[config.mk]
export PLATFORM = sky130hd
export DESIGN_NAME = step_profile_gen
export DESIGN_NICKNAME = d
export VERILOG_FILES = /design/src/rtl/step_profile_gen.sv
export SDC_FILE = /design/constraint.sdc
export NUM_CORES = 1
export LEC_CHECK = 0
export ABC_AREA = 1
export CAP_MARGIN = 10
export CORE_MARGIN = 8
export CORE_UTILIZATION = 45
export DETAILED_ROUTE_END_ITERATION = 10
export PLACE_DENSITY_LB_ADDON = 0.12
export SLEW_MARGIN = 10
export SYNTH_ARGS = -nofsm -noshare
export SYNTH_HDL_FRONTEND = slang
export SYNTH_SLANG_ARGS = --single-unit
[constraint.sdc]
create_clock -name clk -period 10.55 [get_ports clk]
set_clock_uncertainty 0.05 [all_clocks]
set_input_delay 2.11 -clock clk [delete_from_list [all_inputs] [get_ports clk]]
set_output_delay 2.11 -clock clk [all_outputs]
set_load 0.02 [all_outputs]
[src/rtl/step_profile_gen.sv]
// Trapezoidal step-pulse generator for one stepper axis: start/busy/done handshake, symmetric
// accel/decel, graceful stop and abort. Define STEP_PROFILE_POS_EN to add a signed position output.
module step_profile_gen #(
    parameter int unsigned W       = 32,
    parameter int unsigned PULSE_W = 2
) (
    input  logic         clk,
    input  logic         reset,
    input  logic         start,
    input  logic         abort,
    input  logic         stop,
    input  logic         dir_in,
    input  logic [W-1:0] n_total,
    input  logic [W-1:0] n_acc,
    input  logic [W-1:0] t_max,
    input  logic [W-1:0] t_min,
    input  logic [W-1:0] delta,
    output logic         step,
    output logic         dir,
    output logic         busy,
    output logic         done,
    output logic [W-1:0] steps_done
`ifdef STEP_PROFILE_POS_EN
    ,
    output logic signed [W:0] position
`endif
);
    localparam logic [W-1:0] P_FLOOR = W'(PULSE_W + 1);
    localparam logic [W-1:0] P_HIGH  = W'(PULSE_W);

    typedef enum logic {IDLE, RUN} state_t;
    state_t state;

    logic [W-1:0] n_l, na_l, tmin_l, delta_l;
    logic [W-1:0] p, acc_cnt, cnt;
    logic         stop_f;

    logic [W-1:0] tmin_e_in, tmax_e_in, cnt_nxt, sd_nxt, rem;
    logic         boundary, accel_ok;

    always_comb begin
        tmin_e_in = (t_min > P_FLOOR) ? t_min : P_FLOOR;
        tmax_e_in = (t_max > tmin_e_in) ? t_max : tmin_e_in;
        cnt_nxt   = cnt + 1'b1;
        sd_nxt    = steps_done + 1'b1;
        rem       = n_l - sd_nxt;
        boundary  = (cnt == p - 1'b1);
        // Extra bit keeps tmin+delta from wrapping; only full-delta steps are taken.
        accel_ok  = (acc_cnt < na_l) && (delta_l != '0) &&
                    ({1'b0, p} >= ({1'b0, tmin_l} + {1'b0, delta_l}));
    end

    always_ff @(posedge clk) begin
        if (reset) begin
            state      <= IDLE;
            step       <= 1'b0;
            dir        <= 1'b0;
            busy       <= 1'b0;
            done       <= 1'b0;
            steps_done <= '0;
            n_l        <= '0;
            na_l       <= '0;
            tmin_l     <= '0;
            delta_l    <= '0;
            p          <= '0;
            acc_cnt    <= '0;
            cnt        <= '0;
            stop_f     <= 1'b0;
`ifdef STEP_PROFILE_POS_EN
            position   <= '0;
`endif
        end else begin
            done <= 1'b0;
            if (abort) begin
                state <= IDLE;
                step  <= 1'b0;
                busy  <= 1'b0;
            end else begin
                case (state)
                    IDLE: begin
                        if (start) begin
                            dir        <= dir_in;
                            n_l        <= n_total;
                            na_l       <= n_acc;
                            tmin_l     <= tmin_e_in;
                            delta_l    <= delta;
                            p          <= tmax_e_in;
                            acc_cnt    <= '0;
                            cnt        <= '0;
                            steps_done <= '0;
                            stop_f     <= 1'b0;
                            if (n_total == '0) begin
                                done <= 1'b1;
                            end else begin
                                state <= RUN;
                                busy  <= 1'b1;
                                step  <= 1'b1;
`ifdef STEP_PROFILE_POS_EN
                                position <= position + {{W{~dir_in}}, 1'b1};
`endif
                            end
                        end
                    end
                    RUN: begin
                        stop_f <= stop_f | stop;
                        if (!boundary) begin
                            cnt  <= cnt_nxt;
                            step <= (cnt_nxt < P_HIGH);
                        end else begin
                            cnt        <= '0;
                            steps_done <= sd_nxt;
                            if ((rem == '0) || (stop_f && (acc_cnt == '0))) begin
                                state <= IDLE;
                                busy  <= 1'b0;
                                done  <= 1'b1;
                                step  <= 1'b0;
                            end else begin
                                step <= 1'b1;
`ifdef STEP_PROFILE_POS_EN
                                position <= position + {{W{~dir}}, 1'b1};
`endif
                                // Odd plateau (rem == acc_cnt+1) holds p so decel mirrors accel.
                                if (stop_f || (rem <= acc_cnt)) begin
                                    p       <= p + delta_l;
                                    acc_cnt <= acc_cnt - 1'b1;
                                end else if ((rem != acc_cnt + 1'b1) && accel_ok) begin
                                    p       <= p - delta_l;
                                    acc_cnt <= acc_cnt + 1'b1;
                                end
                            end
                        end
                    end
                    default: state <= IDLE;
                endcase
            end
        end
    end
endmodule
**Word level (Yosys, flattened, before mapping)**

Cells that the tools add are included.

- Output and inout port bits: 36
- Input port bits: 166
- Word-level logic and storage cells: 94
- Register bits after elaboration: 262

- Reductions and logical operators: 17
- Mux-type cells: 37
- Add/subtract/negate cells: 9
- Eq/ne operators: 8
- Order comparisons: 6
- Bitwise logic cells: 3

Operator list:

| operator | count |
|---|---|
| 32-bit two-way mux | 14 |
| 32-bit case mux with 2 select lines | 4 |
| 32-bit by 1-bit adder with 32-bit output (second input constant) | 3 |
| 32-bit zero test | 3 |
| 32-bit by 1-bit subtractor with 32-bit output (second input constant) | 2 |
| 32-bit subtractor | 2 |
| 32-bit by 32-bit adder with 33-bit output | 1 |
| 32-bit by 33-bit >= comparator with 1-bit output | 1 |
| 32-bit adder | 1 |
| 32-bit equality test | 1 |
| 32-bit by 2-bit > comparator with 1-bit output (second input constant) | 1 |
| 32-bit > comparator | 1 |
| 32-bit <= comparator | 1 |
| 32-bit by 2-bit less-than comparator with 1-bit output (second input constant) | 1 |
| 32-bit less-than comparator | 1 |
| 32-bit != test | 1 |
| 32-bit nonzero test | 1 |
| 1-bit two-way mux | 14 |
| 1-bit case mux with 2 select lines | 5 |
| 2-bit != test (second input constant) | 3 |
| 3-bit AND reduction | 2 |
| 5-bit AND reduction | 1 |
| 1-bit logical AND | 4 |
| 2-bit by 1-bit != test with 1-bit output (second input constant) | 2 |
| 7 further kinds | 10 |

**Longest topological paths before layout**

Gate-level depths: netlist of the first run.

- Word-level depth: 9
- Depth in mapped cells: 56
- Depth with buffers taken out: 53

**Worst setup path after synthesis of the first run**

OpenSTA, ideal clock, no wires.

- Path kind: reg2reg
- From: register steps_done[1]
- To: register p[23]
- Period minus slack after synthesis: 7589 ps
- Arrival: 7424 ps
- Stages on the path, launching flop included: 53
- Library setup time: 115 ps
- Slack: 2961 ps
- Required time: 10385 ps
- Path buffers: 3
- Cell sequence: dfxtp_1 -> ha_1 -> nand2_1 -> nor2_1 -> nand2_1 -> nor4_1 -> nand4_1 -> nor2_1 -> inv_1 -> nor3_1 -> inv_1 -> o21ai_0 -> nand2_1 -> ha_1 -> nand2_1 -> nor2_1 -> nand2_1 -> nor2_1 -> [17 not listed] -> xor2_1 -> inv_1 -> ha_1 -> nand2_1 -> o21ai_0 -> inv_1 -> o21bai_1 -> nand2_1 -> o211ai_1 -> nand2_1 -> o21ai_0 -> nand2_1 -> nand2_1 -> nor2_1 -> nor2_1 -> nand3_1 -> nand2_1 -> nor2_1

- Longest elaborated chain between the ends: 8
- Elaborated cells on any way between the ends: 15
- Classes of those cells: add/sub (2); order compare (1); eq/ne (3); mux (4); reduce/logical (5)

RTL lines:

| item | RTL line | source |
|---|---|---|
| start, declared | 22 | `output logic [W-1:0] steps_done` |
| start signal, assigned | 111 | `steps_done <= sd_nxt;` |
| 32-bit by 1-bit adder with 32-bit output * | 45 | `sd_nxt = steps_done + 1'b1;` |
| 32-bit subtractor * | 46 | `rem = n_l - sd_nxt;` |
| 32-bit <= comparator | 123 | `if (stop_f \|\| (rem <= acc_cnt)) begin` |
| 1-bit logical OR | 123 |  |
| 32-bit two-way mux | 123 |  |
| 32-bit two-way mux | 112 | `if ((rem == '0) \|\| (stop_f && (acc_cnt == '0))) begin` |
| 32-bit two-way mux | 106 | `if (!boundary) begin` |
| 32-bit case mux with 2 select lines | 79 | `case (state)` |
| end signal, assigned | 87 | `p <= tmax_e_in;` |
| end signal, assigned | 124 | `p <= p + delta_l;` |
| end signal, assigned | 127 | `p <= p - delta_l;` |
| end, declared | 35 | `logic [W-1:0] p, acc_cnt, cnt;` |

Every way passes the cells marked *; elsewhere a longest branch is shown, timed or not. The select of a mux whose other input is x is not followed.
A chain may end at the register's enable or synchronous reset.

**Final worst setup path of the first run**

Same ends and word-level chain as after synthesis.

==> impl_metrics.json, run 1 <==
{
  "fmax_ghz": 0.115,
  "r2r_slack_ns": 1.83,
  "crit_path_top_delay_cell": "o21ai_0",
  "synthTopCellsByArea": "dfxtp_1, nand2_1, ha_1",
  "rsz0062_at_grt": "false",
  "ant_nets": 0,
  "ys_seq_elements": 262,
  "fp.dieArea_mm2": 0.0642,
  "gp_congestion": 0.976,
  "synthDistinctLibCells": 50,
  "ff2ff_path_depth": 48,
  "clock_latency_ns": 0.57,
  "die_w_um": 253,
  "synth_area_mm2": 0.0254,
  "layout.area.seq_mm2": 0.00525,
  "synth_ff_type": "dfxtp_1",
  "power.ir.vdd_worst_mv": 0.112,
  "multi_input_area_mm2": 0.0172,
  "synth.largest_area_cell": "dfxtp_1",
  "syn_inst": 4284,
  "start_kind": "flip-flop",
  "reg2reg_from": "steps_done[1]",
  "grt_usage_pct": 27.7,
  "avgSynthCellArea_um2": 5.92,
  "async_reset_ff_share_pct": 0,
  "grt_overflow": 0,
  "whs_path_depth": 2,
  "antenna_found_initial": 0,
  "ctsResizeCount": 0,
  "power_density_mw_per_mm2": 150,
  "synth_edf_count": 0,
  "initial_core_util_pct": 45.3,
  "setup_viol": 0,
  "grt_pass1_vias": 25700,
  "dp_slack_ns": 2.00,
  "vias": 27400,
  "timing.final.crit_share_pct": 82.6,
  "syn_nets": 4681,
  "hold_buffers": 0,
  "r2r-end": "p[23]",
  "synth_commonest_cells": "nand2_1, inv_1, nor2_1, a21oi_1, nand3_1",
  "synth_top_area_share_pct": 20.7,
  "whs_ns": 0.417,
  "slew_headroom_pct": 29.6,
  "drcViolationCount": 0,
  "yosys_warnings": 0,
  "crit_cells": 48,
  "slowest_delay_ns": 0.56,
  "fin_ws_ns": 1.83,
  "wl_mm": 92.2,
  "power_mw": 4.36,
  "ctsLongestPathBuffers": 3,
  "num_rows": 87,
  "required_ns": 10.96,
  "grt_max_degree": 95,
  "hold_viol": 0,
  "layout-area-overhead-vs-synth_pct": 14.7,
  "leakagePower_nw": 13.6,
  "dp_hpwl_mm": 73.7,
  "avgRoutedWirePerCell_um": 17.8,
  "clk_pin_slew_ns": 0.06,
  "drive_above_1_share_pct": 2.19,
  "critical_path.top_delay_family": "simple AND/OR/NAND/NOR gates",
  "pin_count": 202,
  "antennaDiodeCount": 0,
  "synth_seq_area_share_pct": 20.7,
  "htreeDepth": 2,
  "worst_pin_slew_ns": 1.06,
  "crit_type": "reg2reg",
  "drtPass1Iterations": 6,
  "postLayoutCellArea_mm2": 0.0291,
  "maxCapViolations": 0,
  "die_y_um": 253,
  "nets": 4808,
  "setup-tns-final_ns": 0,
  "cts-root-buf": "clkbuf_16",
  "hold_end": "step",
  "cts_tree": "yes",
  "crit_path_end_kind": "flip-flop",
  "min_path_type": "reg2reg",
  "core_mm2": 0.0561,
  "cts.sink_count": 262,
  "post_cts_buffers": 0,
  "fill_cells": 6021,
  "cp_max_fo": 20,
  "drt-initial-drc-count": 2127,
  "hold_path.startpoint": "step",
  "min_period_ns": 8.72,
  "grt_pass1_wl_mm": 142,
  "cts_buffers": 35,
  "cp.buffers_inverters": 6,
  "crit_top_cell": "nand2_1",
  "placed_area_mm2": 0.0280,
  "status": "complete, no violations",
  "final-max-slew-violation-count": 0,
  "detail_route.vias_per_cell": 5.29,
  "io_buffers": 201,
  "yosysMostFrequentCell": "nand2_1",
  "cp.arrival_ns": 9.13
}
per-stage QoR:
| step | util [%] | std cells |
|---|---|---|
| finish | 51.9 | 5190 |
| global route | 51.9 | 5190 |
| CTS | 51.9 | 5190 |
| detailed placement | 49.9 | 5130 |
| global placement | 49.9 | 5130 |
| floorplan | - | 4284 |
flip-flops by register name, indices dropped and copies added (netlist names), 32 cells and up:
signal	cells
tmin_l	32
steps_done	32
delta_l	32
cnt	32
acc_cnt	32
p	32
n_l	32
na_l	32
worst reg2reg max path, delay by kind of cell, from the launching register on:
family / cells / cell delay (ns)
and+or+nand+nor: 31 / 4.56
AOI/OAI and AO/OA: 6 / 1.64
adders and majority gates: 4 / 1.19
buffers and inverters: 6 / 0.69
DFF: 1 / 0.36
xor gates and xnor gates: 1 / 0.15
where the power goes:
part	switching (mW)	internal, mW	total (mW)
clock network	0.499	0.725	1.22
logic	1.31	0.678	1.99
registers	0.101	1.04	1.14
per-layer routing:
metal	GRT usage (%)	routed length, um	vias up	part of all wire (%)
li1	-	-	14100	-
met1	34.8	39900	12400	43
met2	49.0	44400	734	48
met3	3.17	4960	149	5.4
met4	9.04	2940	0	3.2
met5	0	0	-	0
final cells by class:
type                    instances  share of cell area [%]
flip-flops and latches        262                    18.0
well taps                     756                    3.25
clock inverters                 9                   0.297
multi-input cells            3256                    59.2
inverters                     638                    8.23
clock buffers                  51                    3.66
repair buffers                218                    7.35
worst max path at each step:
| stage | startpoint | to | slack, ns |
|---|---|---|---|
| 2_1_floorplan | steps_done[1] | p[23] | 2.96 |
| 3_3_place_gp | steps_done[1] | p[23] | 2.16 |
| 3_5_place_dp | steps_done[1] | p[23] | 2.00 |
| 4_1_cts | steps_done[1] | p[23] | 1.95 |
| 5_1_grt | steps_done[1] | p[23] | 0.89 |
| 6_report | steps_done[1] | p[23] | 1.83 |
cells in the final DEF, fill, tap and decap left out, types with 8 or more instances in the layout:
cell type | synthesis | routed
nor4_1 | 38 | 38
nand3b_1 | 14 | 14
xor2_1 | 149 | 149
inv_1 | 634 | 633
o21a_1 | 10 | 10
nand3_1 | 270 | 270
o22ai_1 | 51 | 51
clkbuf_8 | 0 | 13
a21o_1 | 9 | 9
dfxtp_1 | 262 | 261
a21oi_1 | 285 | 285
o211ai_1 | 32 | 32
nor3_1 | 76 | 76
xnor2_1 | 37 | 37
a31oi_1 | 11 | 11
nor2_1 | 556 | 555
clkdlybuf4s50_1 | 0 | 201
o21ai_0 | 243 | 242
nand2_1 | 1115 | 1113
or2_2 | 8 | 8
clkbuf_16 | 0 | 35
ha_1 | 228 | 228
nand4_1 | 60 | 60
buf_4 | 2 | 17
o21bai_1 | 12 | 12
kinds of logic after synthesis:
logic type | count (synthesis) | share of synthesized area (%)
XOR/XNOR | 187 | 6.51
buffers and inverters | 766 | 11.6
flip-flops | 262 | 20.7
adder cells (fa/ha/maj) | 231 | 11.5
AO/OA/AOI/OAI | 682 | 14.7
AND/OR/NAND/NOR | 2156 | 35.1
Note: power is estimated with default switching activity, not from simulation.
==> run 2, diff against run 1 <==
==> constraint.sdc (replaced) <==
create_clock -name clk -period 8.7 [get_ports clk]
set_clock_uncertainty 0.05 [all_clocks]
set_input_delay 1.74 -clock clk [delete_from_list [all_inputs] [get_ports clk]]
set_output_delay 1.74 -clock clk [all_outputs]
set_load 0.02 [all_outputs]
==> run 2 against run 1 <==
Maximum frequency is 12% higher. Sequential power up 22%. Register-to-register slack worse by 0.93 ns. Worst hold slack better by 0.00084 ns. First-iteration DRC count is 1.7% higher. Final area grew 0.20%. Critical path depth fell by 4. Final cell count increased by 0.13%. Critical path type unchanged. Critical endpoint unchanged. Largest cell class unchanged.
==> impl_metrics.json, run 2 (synthesis results as in run 1) <==
{
  "avgRoutedWirePerCell_um": 17.7,
  "cts_buffers": 35,
  "cts-root-buf": "clkbuf_16",
  "layout.area.seq_mm2": 0.00525,
  "timing.final.crit_share_pct": 89.7,
  "core_mm2": 0.0561,
  "worst_pin_slew_ns": 1.12,
  "slew_headroom_pct": 25.4,
  "hold_end": "busy",
  "die_y_um": 253,
  "drcViolationCount": 0,
  "hold_path.startpoint": "busy",
  "setup_viol": 0,
  "cp.buffers_inverters": 8,
  "crit_top_cell": "nand2_1",
  "power_frac_clock_pct": 27.9,
  "grt_overflow": 0,
  "setup-tns-final_ns": 0,
  "fmax_ghz": 0.128,
  "wl_mm": 92.1,
  "critical_path.top_delay_family": "simple AND/OR/NAND/NOR gates",
  "cp_max_fo": 20,
  "power_mw": 5.29,
  "whs_path_depth": 2,
  "whs_ns": 0.418,
  "cts_tree": "yes",
  "multi_input_area_mm2": 0.0173,
  "leakagePower_nw": 13.6,
  "r2r_slack_ns": 0.90,
  "status": "complete, no violations",
  "die_w_um": 253,
  "power_density_mw_per_mm2": 181,
  "seqPwrFrac_pct": 26.3,
  "r2r-end": "p[23]",
  "grt_max_degree": 109,
  "dp_slack_ns": 0.340,
  "postLayoutCellArea_mm2": 0.0292,
  "drive_above_1_share_pct": 2.34,
  "grt_pass1_wl_mm": 143,
  "clock_latency_ns": 0.58,
  "grt_pass1_vias": 25900,
  "p_comb_share_pct": 45.8,
  "cp.arrival_ns": 8.21,
  "power.ir.vdd_worst_mv": 0.155,
  "htreeDepth": 2,
  "dp_hpwl_mm": 73.8,
  "clk_pin_slew_ns": 0.07,
  "p_sw_mw": 2.31,
  "sw_frac_of_total_pct": 43.8,
  "slowest_delay_ns": 0.68,
  "vias": 27500,
  "required_ns": 9.11,
  "layout_commonest_cell": "nand2_1",
  "initial_core_util_pct": 45.3,
  "crit_type": "reg2reg",
  "drt-initial-drc-count": 2164,
  "start_kind": "flip-flop",
  "fp.dieArea_mm2": 0.0642,
  "hold_viol": 0,
  "pin_count": 202,
  "final_cell_mix": "nand2_1, inv_1, nor2_1",
  "antenna_found_initial": 1,
  "ff2ff_path_depth": 44,
  "gp_congestion": 0.962,
  "num_rows": 87,
  "internal-power_mw": 2.97,
  "place_inst": 5133,
  "maxCapViolations": 0,
  "reg2reg_from": "steps_done[1]",
  "finish.utilization_pct": 52.0,
  "ant_nets": 0,
  "final-max-slew-violation-count": 0,
  "crit_path_top_delay_cell": "nor4_1",
  "cts.sink_count": 262,
  "grt_usage_pct": 27.8,
  "min_path_type": "reg2reg",
  "min_period_ns": 7.80,
  "detail_route.vias_per_cell": 5.29,
  "io_buffers": 201,
  "fin_ws_ns": 0.899,
  "final_cells": 5197,
  "placed_area_mm2": 0.0280,
  "crit_path_end_kind": "flip-flop",
  "layout-area-overhead-vs-synth_pct": 14.9,
  "ctsLongestPathBuffers": 3,
  "rsz0062_at_grt": "false",
  "nets": 4812,
  "drtPass1Iterations": 6,
  "fill_cells": 6067
}
## run 2: changes by cell type in the layout (fill, tap and decap cells not counted), sizes merged
cell | previous run | this run
clkinv | 4 | 7
clkinvlp | 2 | 1
buf | 17 | 21
diode | 0 | 1
clkbuf | 51 | 49
bufinv | 1 | 3
## run 2: power groups by stage
stage	combinational, mW	sequential (mW)	clock (mW)
2_1_floorplan	1.76	1.34	0
3_3_place_gp	2.36	1.41	0
3_5_place_dp	2.36	1.41	0
4_1_cts	2.38	1.39	1.50
5_1_grt	2.75	1.39	1.55
6_report	2.42	1.39	1.47
## run 2: worst reg2reg max path, delay by kind of cell (launching register included)
family | cells | cell delay, ns
AND/OR/NAND/NOR | 25 | 3.84
adder cells (fa/ha/maj) | 4 | 1.24
AO/OA/AOI/OAI | 5 | 1.13
buffers and inverters | 8 | 0.71
flip-flops | 1 | 0.38
XOR/XNOR | 2 | 0.37
## run 2: timing repair
item,in CTS,in global routing
hold buffers,0,0
resized for setup,0,10
setup endpoints to repair,0,24
buffers inserted,0,1
## run 2: final cells by class
cell class	count	area share [%]
Antenna cell	1	0.00858
Sequential cell	262	18.0
Clock buffer	49	3.36
Tap cell	756	3.24
Multi-Input combinational cell	3256	59.2
Timing Repair Buffer	222	7.45
Clock inverter	13	0.528
Inverter	638	8.21
## run 2: worst max-delay path by stage
stage             startpoint    end  slack (ns)  cells past startpoint
5_1_grt        steps_done[2]  p[23]        0.05                     52
4_1_cts        steps_done[1]  p[28]        0.23                     45
2_1_floorplan  steps_done[1]  p[23]        1.11                     52
3_5_place_dp   steps_done[1]  p[28]        0.34                     45
6_report       steps_done[1]  p[23]        0.90                     44
3_3_place_gp   steps_done[1]  p[30]        0.51                     46
## run 2: metal layers
| layer | GRT usage (%) | routed length, um | share of wire, % | vias to the layer above |
|---|---|---|---|---|
| li1 | - | - | - | 14100 |
| met2 | 47.7 | 43200 | 47 | 796 |
| met5 | 0 | 0 | 0 | - |
| met1 | 35.5 | 40200 | 44 | 12400 |
| met3 | 4.00 | 5570 | 6.0 | 158 |
| met4 | 9.48 | 3260 | 3.5 | 0 |
